===== src/rtl/key_repeater.sv =====
// key_repeater
//   Turns a debounced key level into single-cycle events: a press pulse on
//   the rising edge, a release pulse on the falling edge of an accepted
//   press, and typematic auto-repeat pulses while the key stays down.
//
// Ports
//   async_reset    in   asynchronous reset, active low
//   clk            in   system clock
//   signal_input   in   debounced key level, 1 = pressed
//   enable         in   1 = generate events, 0 = hold FSM idle, no pulses
//   held           out  registered key level
//   press_pulse    out  one-cycle pulse per accepted press
//   release_pulse  out  one-cycle pulse when an accepted press is released
//   repeat_pulse   out  one-cycle pulse per auto-repeat
//   event_pulse    out  press_pulse | repeat_pulse
//   repeat_count   out  repeats since last press, saturating at 255
//
// State table
//   state     | meaning
//   ST_IDLE   | key not accepted; waiting for a fresh rising edge
//   ST_DELAY  | press issued; timing initial delay to first repeat
//   ST_REPEAT | repeating; timing period between repeat pulses

module key_repeater #(
  parameter int INITIAL_DELAY = 25000000,
  parameter int REPEAT_PERIOD = 5000000,
  parameter int CNT_WIDTH     = 25
) (
  input  logic       async_reset,
  input  logic       clk,
  input  logic       signal_input,
  input  logic       enable,
  output logic       held,
  output logic       press_pulse,
  output logic       release_pulse,
  output logic       repeat_pulse,
  output logic       event_pulse,
  output logic [7:0] repeat_count
);

  typedef enum logic [1:0] {
    ST_IDLE   = 2'd0,
    ST_DELAY  = 2'd1,
    ST_REPEAT = 2'd2
  } state_t;

  localparam logic [CNT_WIDTH-1:0] DELAY_LAST  = CNT_WIDTH'(INITIAL_DELAY - 1);
  localparam logic [CNT_WIDTH-1:0] PERIOD_LAST = CNT_WIDTH'(REPEAT_PERIOD - 1);

  state_t               state_q,   state_d;
  logic [CNT_WIDTH-1:0] cnt_q,     cnt_d;
  logic                 in_q,      in_d;
  logic                 prev_q,    prev_d;
  logic                 press_q,   press_d;
  logic                 release_q, release_d;
  logic                 repeat_q,  repeat_d;
  logic                 event_q,   event_d;
  logic [7:0]           rcount_q,  rcount_d;

  logic                 rise;
  logic [CNT_WIDTH-1:0] cnt_last;

  always_ff @(posedge clk or negedge async_reset) begin
    if (!async_reset) begin
      state_q   <= ST_IDLE;
      cnt_q     <= '0;
      in_q      <= 1'b0;
      prev_q    <= 1'b0;
      press_q   <= 1'b0;
      release_q <= 1'b0;
      repeat_q  <= 1'b0;
      event_q   <= 1'b0;
      rcount_q  <= 8'd0;
    end else begin
      state_q   <= state_d;
      cnt_q     <= cnt_d;
      in_q      <= in_d;
      prev_q    <= prev_d;
      press_q   <= press_d;
      release_q <= release_d;
      repeat_q  <= repeat_d;
      event_q   <= event_d;
      rcount_q  <= rcount_d;
    end
  end

  always_comb begin
    in_d      = signal_input;
    prev_d    = in_q;
    state_d   = state_q;
    cnt_d     = cnt_q;
    press_d   = 1'b0;
    release_d = 1'b0;
    repeat_d  = 1'b0;
    event_d   = 1'b0;
    rcount_d  = rcount_q;
    rise      = in_q & ~prev_q;
    cnt_last  = (state_q == ST_DELAY) ? DELAY_LAST : PERIOD_LAST;

    if (!enable) begin
      // Disabled: drop back to idle silently. A key still held when enable
      // returns produces no rise, so it must be released and pressed again.
      state_d = ST_IDLE;
      cnt_d   = '0;
    end else begin
      case (state_q)
        ST_IDLE: begin
          cnt_d = '0;
          if (rise) begin
            press_d  = 1'b1;
            event_d  = 1'b1;
            rcount_d = 8'd0;
            state_d  = ST_DELAY;
          end
        end
        ST_DELAY, ST_REPEAT: begin
          // Release wins over a repeat that would fire on the same cycle.
          if (!in_q) begin
            release_d = 1'b1;
            cnt_d     = '0;
            state_d   = ST_IDLE;
          end else if (cnt_q == cnt_last) begin
            repeat_d = 1'b1;
            event_d  = 1'b1;
            cnt_d    = '0;
            state_d  = ST_REPEAT;
            if (rcount_q != 8'hFF) begin
              rcount_d = rcount_q + 8'd1;
            end
          end else begin
            cnt_d = cnt_q + CNT_WIDTH'(1);
          end
        end
        default: begin
          state_d = ST_IDLE;
          cnt_d   = '0;
        end
      endcase
    end
  end

  assign held          = in_q;
  assign press_pulse   = press_q;
  assign release_pulse = release_q;
  assign repeat_pulse  = repeat_q;
  assign event_pulse   = event_q;
  assign repeat_count  = rcount_q;

endmodule


===== config.mk =====
export PLATFORM = sky130hd
export DESIGN_NAME = key_repeater
export DESIGN_NICKNAME = d
export VERILOG_FILES = /design/src/rtl/key_repeater.sv
export SDC_FILE = /design/constraint.sdc
export NUM_CORES = 1
export LEC_CHECK = 0
export CORE_ASPECT_RATIO = 1.2
export CORE_MARGIN = 1
export CORE_UTILIZATION = 53
export DETAILED_ROUTE_END_ITERATION = 6
export PLACE_DENSITY = 0.71
export SETUP_SLACK_MARGIN = 0.2
export SYNTH_ARGS = -nofsm -noshare
export SYNTH_HDL_FRONTEND = slang
export SYNTH_SLANG_ARGS = --single-unit

===== constraint.sdc =====
create_clock -name clk -period 2.7 [get_ports clk]
set_clock_uncertainty 0.2 [all_clocks]
set_input_delay 0.27 -clock clk [delete_from_list [all_inputs] [get_ports clk]]
set_output_delay 0.27 -clock clk [all_outputs]
set_load 0.03 [all_outputs]

# After elaboration in Yosys (flattened, before gate mapping)
# Index checks and enable logic that the tools add are counted.
[totals]
register_bits = 41
input_bits = 4
wordCells = 55
[op_classes]
n_addsub = 2
eq_ne = 10
muxes = 27
bitwise = 2
n_reduce_logical = 5
[op_table]
columns = ["operator", "count"]
rows = [
  ["$mux W25", 5],
  ["$mux W8", 4],
  ["$add A25 B1 Y25 const B", 1],
  ["$eq A25 B25 Y1", 1],
  ["$pmux W8 S2", 1],
  ["$mux W1", 11],
  ["$add A8 B1 Y8 const B", 1],
  ["$mux W2", 4],
  ["$ne A2 B2 Y1 const B", 4],
  ["$ne A8 B8 Y1 const B", 1],
  ["$reduce_and A6 Y1", 1],
  ["$ne A4 B4 Y1 const B", 1],
  ["$pmux W2 S2", 1],
  ["$ne A3 B3 Y1 const B", 1],
  ["$eq A2 B1 Y1 const B", 1],
  ["$eq A2 B2 Y1 const B", 1],
  ["$logic_not A2 Y1", 1],
  ["$pmux W1 S2", 1],
  ["$reduce_and A2 Y1", 1],
  ["$reduce_bool A2 Y1", 1],
  ["$reduce_or A2 Y1", 1],
  ["$and A1 B1 Y1", 1],
  ["$not A1 Y1", 1],
]

# Depth between registers and ports, before layout
# Gate-level depths: netlist of the first run.
[depth]
depth_word = 7
mapped_depth = 10
mapped_depth_nobuf = 7

# Least setup slack after synthesis of the first run
# No wires, ideal clock.
[synth_path]
path_kind = "register to register"
startpoint = "register state_q[0]"
endpoint = "register rcount_q[2] (netlist: repeat_count[2])"
setup_time_ps = 124
t_arrival_ps = 1779
t_required_ps = 2376
slack_ps = 597
path_stages_with_launch = 10
synth_period_minus_slack_ps = 2103
cell_sequence = "dfrtp_1 > inv_1 > ha_1 > clkbuf_1 > nor2_1 > a211oi_1 > o21a_1 > clkbuf_1 > and4_1 > nor3_1"
[synth_via]
elab_chain_cells = 5
[synth_lines]
columns = ["item", "line_no", "text"]
rows = [
  ["start: declaration", "50", "state_t state_q, state_d;"],
  ["start signal: assignment", "75", "state_q <= state_d;"],
  ["$eq A2 B1 Y1", "98, 106", ""],
  ["$mux W25", "98", "cnt_last = (state_q == ST_DELAY) ? DELAY_LAST : PERIOD_LAST;"],
  ["$eq A25 B25 Y1", "122", "end else if (cnt_q == cnt_last) begin"],
  ["$ne A2 B2 Y1 (no line)", "--", ""],
  ["$reduce_and A6 Y1 (no line)", "--", ""],
  ["end signal: assignment", "83", "rcount_q <= rcount_d;"],
  ["end: declaration", "58", "logic [7:0] rcount_q, rcount_d;"],
]
# Several ways; a longest one is shown, not always the timed one.
# A chain may end at the register's enable or synchronous reset.

# Worst setup path in the final report of the first run
[layout_path]
startpoint = "register state_q[1]"
endpoint = "register rcount_q[2] (netlist: repeat_count[2])"
# Same word-level chain as after synthesis.

==> metrics.md, run 1 <==
| Metric | Value |
|---|---|
| Initial antenna violation count | `0` |
| Fmax | `~460 MHz` |
| Cell family with most CP delay | `compound AO/OA/AOI/OAI gates` |
| # diodes | `0` |
| Crit path DAT | `approximately 2.2 ns` |
| Routed wire length | `4060 um` |
| Min Tclk post-route | `2.19 ns` |
| Starting Density | `a little under three fifths` |
| Required time worst endpoint | `2.72 ns` |
| Final hold violations | `0` |
| Worst rel slew slack | `between 40% and 50%` |
| Syn-to-layout area delta | `13.7%` |
| Initial DRC count | `99` |
| H-tree lvl count | `2` |
| Register area share after synthesis | `48.4%` |
| Max Transition Viols Final | `0` |
| Layout cells sized above 1 | `5.86%` |
| First-pass GRT wire length | `between 7000 and 8000 um` |
| Yosys warns | `0` |
| Routability congestion estimate from global placement | `0.800` |
| Setup_tns | `0 ns` |
| Vias per inst | `about 5.7` |
| HP Class | `in -> reg` |
| CTS root buffer | `clkbuf_8` |
| Most common cell after layout, fill and taps aside | `dfrtp_1` |
| Top Ports | `17` |
| Final core utilization | `64.8%` |
| Max VDD drop | `0.472 mV` |
| Post-CTS Repair Setup Buffers | `0` |
| Vias in the first global route | `1645` |
| Final WS setup | `0.508 ns` |
| Critical-path cell list | `inv_1 -> ha_2 -> nor2_1 -> a211oi_1 -> o21a_1 -> a31oi_1 -> nor3_1` |
| Total power | `~1.4 mW` |
| DRC viols | `0` |
| GRT overflow | `0` |
| Die W | `59.7 um` |
| Synthesized instance count | `219` |
| Filler cell count | `333` |
| Synth Register Bits | `41` |
| Final period util | `81.2%` |
| Unique cell type count in the Yosys netlist | `37` |
| CTS Buf Count | `5` |
| Vias | `1652` |
| Setup Crit Path Kind | `reg -> reg` |
| Setup crit end kind | `flop` |
| Total iterations of the first detailed-routing run | `4` |
| Leakage power | `0.996 nW` |
| Die Y-Extent | `71.3 um` |
| Final nets | `between 200 and 250` |
| Port Buffers | `16` |
| Worst slew pin tran | `0.885 ns` |
| CTS tree | `yes` |
| Syn Area/Cell | `9.68 sq um` |
| Critical path peak fanout | `19` |
| RSZ-0062 raised after global routing | `false` |
| Post-synth design cell area | `2120 sq um` |
| Slowest-stage cell, CP | `ha_2` |
| Clock Tree Buf Depth | `2` |
| TritonCTS Sinks | `41` |
| Placed cell count | `about 280` |
| Crit path buf inv count | `1` |
| Antenna viol nets, final | `0` |
| Row count | `24` |
| Pwr Density | `between 500 and 600 nW/um^2` |
| Pre-CTS setup slack | `~0.4 ns` |
| Post-DP HPWL | `2930 um` |
| Outcome | `complete, no violations` |
| Wirelength per Cell | `14.0 um` |
| Max incr delay on CP | `0.50 ns` |
| Global Route Usage Sum | `22.0%` |
| Worst hold slack | `0.212 ns` |
| Syn nets | `228` |
| Count of final setup violators | `0` |
| Met1 Track Usage GR | `27.3%` |
| Post-Layout Cell Count | `291` |
| Placed inst area | `2310 sq um` |
| Finished Cell Area | `2410 sq um` |
| Most used routing layer | `met2` |
| Worst setup SP type | `flop` |
| Met2 usage | `37.3%` |
| Max Cap Viol | `0` |
| Clk slew on worst S/H paths | `0.08 ns` |
| Met3 Track Usage GR | `under 10%` |
| Die area | `4260 sq um` |
| Largest net degree at the start of global routing | `42` |
| Commonest non-fill, non-tap cells in the layout | `dfrtp_1 (41), nor2_1 (33), nand2_1 (17)` |
| Later-pin clock latency in the skew report | `0.29 ns` |
| Core box area | `3720 sq um` |
==> cell usage after synthesis (all sizes together) <==
master | n | area [sq um]
a211oi | 1 | 7.51
a21oi | 5 | 25.0
a22o | 1 | 8.76
a2bb2oi | 1 | 8.76
a31oi | 2 | 12.5
a32o | 1 | 10.0
and2 | 1 | 6.26
and2b | 2 | 15.0
and3 | 8 | 50.1
and3b | 1 | 8.76
and4 | 3 | 26.3
buf | 5 | 48.8
clkbuf | 4 | 15.0
dfrtp | 41 | 1030
ha | 5 | 62.6
inv | 7 | 26.3
nand2 | 17 | 63.8
nand3 | 14 | 70.1
nand4 | 11 | 68.8
nand4b | 4 | 35.0
nand4bb | 1 | 11.3
nor2 | 33 | 124
nor2b | 4 | 25.0
nor3 | 3 | 15.0
nor3b | 1 | 7.51
nor4 | 4 | 25.0
o2111a | 1 | 11.3
o211ai | 8 | 60.1
o21a | 2 | 15.0
o21ai | 2 | 10.0
or2 | 1 | 6.26
or3 | 1 | 6.26
or4 | 1 | 7.51
xnor2 | 8 | 70.1
xor2 | 15 | 131
==> routing by layer <==
layer	routed length (um)	up-vias	part of all wire (%)
li1	-	805	-
met1	1740	804	43
met2	2110	37	52
met3	150	6	3.7
met4	56	0	1.4
met5	0	-	0
==> power breakdown <==
group	internal [mW]	switching, mW
Combinational	0.126	0.172
Sequential	0.659	0.0662
Clock	0.181	0.220
Total	0.966	0.458
==> cell families after synthesis <==
group	synth area share [%]
AO/OA/AOI/OAI	7.96
XOR/XNOR	9.50
flip-flops	48.4
adder cells (fa/ha/maj)	2.95
AND/OR/NAND/NOR	27.0
buffers and inverters	4.25
==> path summary, 6_finish.rpt <==
kind / from / endpoint / slack (ns) / cells past startpoint
min in group asynchronous: async_reset / cnt_q[10]$_DFF_PN0_ / 0.43 / 2
max reg2reg: state_q[1]$_DFFE_PN0P_ / repeat_count[2]$_DFFE_PN0P_ / 0.51 / 7
min reg2reg: held$_DFF_PN0_ / prev_q$_DFF_PN0_ / 0.28 / 0
min: signal_input / held$_DFF_PN0_ / 0.21 / 1
max in group asynchronous: async_reset / state_q[0]$_DFFE_PN0P_ / 1.32 / 2
max: state_q[1]$_DFFE_PN0P_ / repeat_count[2]$_DFFE_PN0P_ / 0.51 / 7
==> registers in the layout (all words and copies together), names as in the netlist <==
signal         cells
cnt_q             25
repeat_count       8
state_q            2
event_pulse        1
held               1
press_pulse        1
prev_q             1
release_pulse      1
repeat_pulse       1
==> repair_timing <==
item	4_1_cts	5_1_grt
hold buffers	1	0
endpoints found under the hold margin	41	0
resized for setup	0	1
setup endpoints to repair	0	4
==> worst reg2reg max path, stage by stage (launching register included) <==
cell and delay (ns):
dfrtp_1 0.39, inv_1 0.08, ha_2 0.50, nor2_1 0.07
a211oi_1 0.24, o21a_1 0.34, a31oi_1 0.13, nor3_1 0.18
==> area by class of cell <==
cell class | instances | area, sq um | share of cell area (%)
clock buffers | 5 | 68.8 | 2.85
clock inverters | 3 | 22.5 | 0.934
flip-flops and latches | 41 | 1030 | 42.6
well taps | 52 | 65.1 | 2.70
inverters | 7 | 26.3 | 1.09
repair buffers | 21 | 195 | 8.10
multi-input cells | 162 | 1010 | 41.8
Power figures use the tool's default switching activity.
==> run 2: changes to the inputs <==
- clock period: 2.7 -> 2.3 ns (I/O delays scaled with it)
==> metrics.md, run 2 (synthesis gave the netlist of run 1 again) <==
| Metric | Value |
|---|---|
| Outcome | `complete, no violations` |
| Top Ports | `17 (unchanged)` |
| Leakage power | `1.10 nW (+11%)` |
| Worst rel slew slack | `41.0% (about the same)` |
| Most common cell after layout, fill and taps aside | `dfrtp_1` |
| Setup_tns | `0 ns (unchanged)` |
| Vias | `1760 (+6.5%)` |
| Vias per inst | `5.79 (+2.0%)` |
| Pint | `1.27 mW (+31%)` |
| Later-pin clock latency in the skew report | `0.30 ns (about the same)` |
| Routed wire length | `4630 um (+14%)` |
| HP Class | `in -> reg` |
| Most flops, register | `cnt_q` |
| TritonCTS Sinks | `41 (unchanged)` |
| Starting Density | `57.0% (unchanged)` |
| Max Transition Viols Final | `0 (unchanged)` |
| Die area | `4260 sq um (unchanged)` |
| Vias in the first global route | `1677 (+1.9%)` |
| Capture point of the worst reg-to-reg path | `repeat_count[3]$_DFFE_PN0P_` |
| Port Buffers | `16 (unchanged)` |
| Layout cells sized above 1 | `15.1% (+9.2 points)` |
| Final hold violations | `0 (unchanged)` |
| CTS root buffer | `clkbuf_8` |
| Commonest non-fill, non-tap cells in the layout | `dfrtp_1 (41), nor2_1 (32), nand2_1 (17)` |
| CTS tree | `yes` |
| RSZ-0062 raised after global routing | `true` |
| Worst Setup SP | `state_q[1]$_DFFE_PN0P_` |
| H-tree lvl count | `2 (unchanged)` |
| Switching Share | `30.5% (-1.6 points)` |
| Filler cell count | `299 (-10%)` |
| Max incr delay on CP | `0.42 ns (-0.08 ns)` |
| Sequential Power Share | `46.9% (-4.0 points)` |
| Hold EP | `held$_DFF_PN0_` |
| CTS Buf Count | `5 (unchanged)` |
| Max VDD drop | `0.624 mV (+32%)` |
| Post-DP HPWL | `2980 um (+1.5%)` |
| WP depth | `9 (+2)` |
| DRC viols | `0 (unchanged)` |
| Switch Pwr | `0.557 mW (+22%)` |
| Crit path DAT | `2.06 ns (-0.15 ns)` |
| Wirelength per Cell | `15.2 um (+9.0%)` |
| Critical-path cell list | `inv_2 -> ha_2 -> nand4b_1 -> nor4_1 -> o2111a_2 -> buf_8 -> buf_4 -> nand4_1 -> o211ai_1` |
| Setup crit end kind | `flop` |
| Setup Crit Path Kind | `reg -> reg` |
| Global Route Usage Sum | `21.9% (-0.18 points)` |
| WHS Path Cells | `1 (unchanged)` |
| Final period util | `89.0% (+7.8 points)` |
| First-pass GRT wire length | `7130 um (-0.86%)` |
| Critical path peak fanout | `10 (-9)` |
| Max reg flops | `25 (unchanged)` |
| Reg2Reg Depth | `9 (+2)` |
| Pwr Density | `696 nW/um^2 (+18%)` |
| Antenna viol nets, final | `0 (unchanged)` |
| Count of final setup violators | `0 (unchanged)` |
| Core box area | `3720 sq um (unchanged)` |
| Die W | `59.7 um (unchanged)` |
| Hold path start | `signal_input` |
| # diodes | `0 (unchanged)` |
| Largest net degree at the start of global routing | `42 (unchanged)` |
| Reg-to-Reg Start | `state_q[1]$_DFFE_PN0P_` |
| Initial antenna violation count | `0 (unchanged)` |
| Logic pwr share | `21.2% (+0.3 points)` |
| Crit path buf inv count | `3 (+2)` |
| Initial DRC count | `91 (-8.1%)` |
| Final nets | `260 (+5.3%)` |
| Routability congestion estimate from global placement | `0.849 (+6.1%)` |
| Placed inst area | `2330 sq um (+1.2%)` |
| Slowest-stage cell, CP | `dfrtp_1` |
| Max Cap Viol | `0 (unchanged)` |
| Die Y-Extent | `71.3 um (unchanged)` |
| Cell family with most CP delay | `flip-flops` |
| Worst setup SP type | `flop` |
| Clk slew on worst S/H paths | `0.09 ns (about the same)` |
| Worst slew pin tran | `0.885 ns (-0.000452 ns)` |
| Clock power frac | `31.9% (+3.7 points)` |
| Required time worst endpoint | `2.31 ns (-0.41 ns)` |
| Min Tclk post-route | `2.05 ns (-0.145 ns)` |
| Slack of the worst reg-to-reg path | `0.25 ns (-0.25 ns)` |
| Total iterations of the first detailed-routing run | `4 (unchanged)` |
| Row count | `24 (unchanged)` |
| Clock Tree Buf Depth | `2 (unchanged)` |
| GRT overflow | `0 (unchanged)` |
| Finished Cell Area | `2620 sq um (+8.8%)` |
| Syn-to-layout area delta | `23.7%` |
| Fmax | `489 MHz (+7.1%)` |
-- run 2: cell types whose count changed in the layout (fill, tap and decap cells not counted), moves of 2 or more --
cell	previous run	this run
inv_2	0	2
clkinvlp_4	3	1
inv_1	7	5
buf_12	0	2
buf_4	4	13
-- run 2: per-layer routing --
metal | part of all wire (%) | up-vias | GRT usage [%]
met1 | 42 | 866 | 27.6
met3 | 3.6 | 7 | 4.51
met5 | 0 | - | 0
met2 | 53 | 51 | 36.8
li1 | - | 836 | -
met4 | 1.3 | 0 | 7.49
-- run 2: stage by stage --
stage | power [mW] | utilization, % | hold WS (ns) | cells | worst slack, ns
after global routing | 1.90 | 70.4 | 0.193 | 304 | 0.158
final | 1.82 | 70.4 | 0.177 | 304 | 0.253
after global placement | 1.20 | 62.7 | 0.191 | 284 | 0.244
after floorplan | 1.06 | - | -0.266 | 219 | 0.233
after CTS | 1.80 | 66.6 | 0.175 | 293 | 0.200
after detailed placement | 1.22 | 62.7 | 0.216 | 284 | 0.161
-- run 2: layout make-up --
class | count | area (sq um) | area share [%]
clock buffers | 5 | 68.8 | 2.62
clock inverters | 3 | 46.3 | 1.77
inverters | 7 | 26.3 | 1.00
multi-input cells | 162 | 1050 | 39.9
flip-flops and latches | 41 | 1030 | 39.1
well taps | 52 | 65.1 | 2.48
repair buffers | 34 | 343 | 13.1
-- run 2: how the worst max path moves through the flow --
stage                                        to
floorplan           repeat_count[2]$_DFFE_PN0P_
global placement    repeat_count[2]$_DFFE_PN0P_
detailed placement  repeat_count[2]$_DFFE_PN0P_
CTS                          cnt_q[2]$_DFF_PN0_
global route        repeat_count[3]$_DFFE_PN0P_
finish              repeat_count[3]$_DFFE_PN0P_
-- run 2: repair_timing --
item / CTS / global route
hold endpoints to repair: 41 / 0
endpoints found under the setup margin: 16 / 34
gates resized for setup: 6 / 9
hold buffers: 1 / 0
gates cloned: 0 / 1
pin swaps: 1 / 5
buffers inserted: 0 / 10
-- run 2: worst reg2reg max path: stages (launching register included) --
cell and delay (ns):
dfrtp_1 0.42, inv_2 0.10, ha_2 0.20, nand4b_1 0.11, nor4_1 0.21, o2111a_2 0.27
buf_8 0.14, buf_4 0.12, nand4_1 0.09, o211ai_1 0.11
-- run 2: power by group through the flow --
| stage | registers (mW) | logic (mW) | clock network [mW] |
|---|---|---|---|
| after global placement | 0.858 | 0.343 | 0 |
| after floorplan | 0.951 | 0.105 | 0 |
| final | 0.856 | 0.386 | 0.583 |
| after detailed placement | 0.863 | 0.353 | 0 |
| after global routing | 0.863 | 0.414 | 0.620 |
| after CTS | 0.852 | 0.358 | 0.589 |
==> run 3: changes to the inputs <==
- CTS_BUF_LIST: default -> sky130_fd_sc_hd__clkbuf_16
==> metrics.md, run 3 (synthesis gave the netlist of run 1 again) <==
| Metric | Value |
|---|---|
| Max incr delay on CP | `0.42 ns (about the same)` |
| Total iterations of the first detailed-routing run | `4 (unchanged)` |
| Register Area | `1030 sq um (unchanged)` |
| Most used routing layer | `met2` |
| GRT overflow | `0 (unchanged)` |
| Die Y-Extent | `71.3 um (unchanged)` |
| Vias per inst | `5.71 (-1.3%)` |
| Initial antenna violation count | `0 (unchanged)` |
| Final core utilization | `72.7% (+2.3 points)` |
| HP Class | `in -> reg` |
| Global Route Usage Sum | `22.3% (+0.43 points)` |
| Routed wire length | `4680 um (+1.1%)` |
| Setup_tns | `0 ns (unchanged)` |
| Max VDD drop | `0.677 mV (+8.4%)` |
| Vias in the first global route | `1682 (+0.30%)` |
| Most flops, register | `cnt_q` |
| DRC viols | `0 (unchanged)` |
| Switching Share | `28.3% (-2.2 points)` |
| CTS Buf Count | `5 (unchanged)` |
| Count of final setup violators | `0 (unchanged)` |
| Cell family with most CP delay | `simple AND/OR/NAND/NOR gates` |
| Initial DRC count | `102 (+12%)` |
| Top Ports | `17 (unchanged)` |
| Met3 Track Usage GR | `3.97% (-0.54 points)` |
| Crit path DAT | `2.02 ns (-0.04 ns)` |
| Crit path buf inv count | `2 (-1)` |
| TritonCTS Sinks | `41 (unchanged)` |
| First-pass GRT wire length | `7270 um (+1.9%)` |
| Required time worst endpoint | `2.26 ns (-0.05 ns)` |
| Routability congestion estimate from global placement | `0.849 (unchanged)` |
| # diodes | `0 (unchanged)` |
| Setup crit end kind | `flop` |
| Leakage power | `1.13 nW (+2.2%)` |
| Slowest-stage cell, CP | `dfrtp_1` |
| Port Buffers | `16 (unchanged)` |
| Syn-to-layout area delta | `27.6%` |
| Later-pin clock latency in the skew report | `0.28 ns (-0.02 ns)` |
| CTS root buffer | `clkbuf_16` |
| Switch Pwr | `0.579 mW (+3.9%)` |
| Worst setup SP type | `flop` |
| Commonest non-fill, non-tap cells in the layout | `dfrtp_1 (41), nor2_1 (32), nand2_1 (17)` |
| Logic pwr share | `19.7% (-1.5 points)` |
| Most common cell after layout, fill and taps aside | `dfrtp_1` |
| Sequential Power Share | `41.7% (-5.2 points)` |
| Pwr Density | `755 nW/um^2 (+8.6%)` |
| Clock power frac | `38.6% (+6.7 points)` |
| Met2 usage | `37.9% (+1.1 points)` |
| Outcome | `complete, no violations` |
| Max Transition Viols Final | `0 (unchanged)` |
| Filler cell count | `285 (-4.7%)` |
| Die area | `4260 sq um (unchanged)` |
| Vias | `1748 (-0.68%)` |
| Min Tclk post-route | `2.06 ns (+0.0101 ns)` |
| Fmax | `486 MHz (-0.49%)` |
| Final period util | `89.4% (+0.44 points)` |
| Critical path peak fanout | `8 (-2)` |
| Max reg flops | `25 (unchanged)` |
| Pint | `1.46 mW (+16%)` |
| Clk slew on worst S/H paths | `0.06 ns (-0.03 ns)` |
| CTS tree | `yes` |
| Largest net degree at the start of global routing | `42 (unchanged)` |
| Core box area | `3720 sq um (unchanged)` |
| Wirelength per Cell | `15.3 um (+0.48%)` |
| Die W | `59.7 um (unchanged)` |
| Max Cap Viol | `0 (unchanged)` |
| Row count | `24 (unchanged)` |
| Worst slew pin tran | `0.920 ns (+0.0357 ns)` |
| Layout cells sized above 1 | `17.3% (+2.2 points)` |
| H-tree lvl count | `2 (unchanged)` |
| Worst rel slew slack | `38.6% (-2.4 points)` |
| Post-DP HPWL | `2980 um (unchanged)` |
| Final nets | `262 (+0.77%)` |
| Critical-path cell list | `inv_2 -> ha_2 -> nand4b_1 -> nor4_2 -> o2111a_2 -> buf_8 -> and4_1 -> nor3_2` |
| Clock Tree Buf Depth | `2 (unchanged)` |
| RSZ-0062 raised after global routing | `true` |
| Antenna viol nets, final | `0 (unchanged)` |
| Final hold violations | `0 (unchanged)` |
| Multi-input combinational cell area | `1080 sq um (+2.9%)` |
| Met1 Track Usage GR | `28.5% (+0.91 points)` |
| Setup Crit Path Kind | `reg -> reg` |
| Starting Density | `57.0% (unchanged)` |
==> run 3: area by class of cell <==
| type | instances | share of cell area (%) |
|---|---|---|
| clock buffers | 5 | 4.62 |
| clock inverters | 3 | 1.71 |
| inverters | 7 | 0.971 |
| flip-flops and latches | 41 | 37.9 |
| multi-input cells | 162 | 39.8 |
| repair buffers | 36 | 12.6 |
| well taps | 52 | 2.40 |
==> run 3: routing by layer <==
layer / up-vias / wire [um]
met4: 0 / 42
met1: 871 / 1970
met2: 38 / 2510
met5: - / 0
li1: 833 / -
met3: 6 / 166
==> run 3: power by group through the flow <==
stage               combinational (mW)  clock, mW  sequential [mW]
floorplan                        0.105          0            0.951
global placement                 0.343          0            0.858
detailed placement               0.353          0            0.863
CTS                              0.357      0.802            0.853
global route                     0.430      0.836            0.860
finish                           0.402      0.789            0.853
==> run 3: timing repair <==
action	in CTS	in global routing
pin swaps	1	6
buffers inserted	1	12
resized for setup	5	13
hold buffers	1	0
endpoints found under the hold margin	41	0
endpoints found under the setup margin	31	35
==> run 3: worst paths after layout <==
kind,from,to,slack (ns),cells after the start
worst max-delay path,state_q[1]$_DFFE_PN0P_,repeat_count[2]$_DFFE_PN0P_,0.24,8
worst min-delay path,signal_input,held$_DFF_PN0_,0.20,1
worst max register to register,state_q[1]$_DFFE_PN0P_,repeat_count[2]$_DFFE_PN0P_,0.24,8
max in group asynchronous,async_reset,cnt_q[7]$_DFF_PN0_,0.89,2
worst min register to register,held$_DFF_PN0_,prev_q$_DFF_PN0_,0.27,0
min in group asynchronous,async_reset,cnt_q[24]$_DFF_PN0_,0.44,2
==> run 3: metrics by stage <==
stage / instances / worst slack, ns / hold WS (ns) / power (mW) / area, sq um
6_report: 306 / 0.243 / 0.197 / 2.04 / 2710
5_1_grt: 306 / 0.132 / 0.210 / 2.13 / 2710
4_1_cts: 294 / 0.200 / 0.193 / 2.01 / 2540
3_5_place_dp: 284 / 0.161 / 0.216 / 1.22 / 2330
3_3_place_gp: 284 / 0.244 / 0.191 / 1.20 / 2330
2_1_floorplan: 219 / 0.233 / -0.266 / 1.06 / 2120
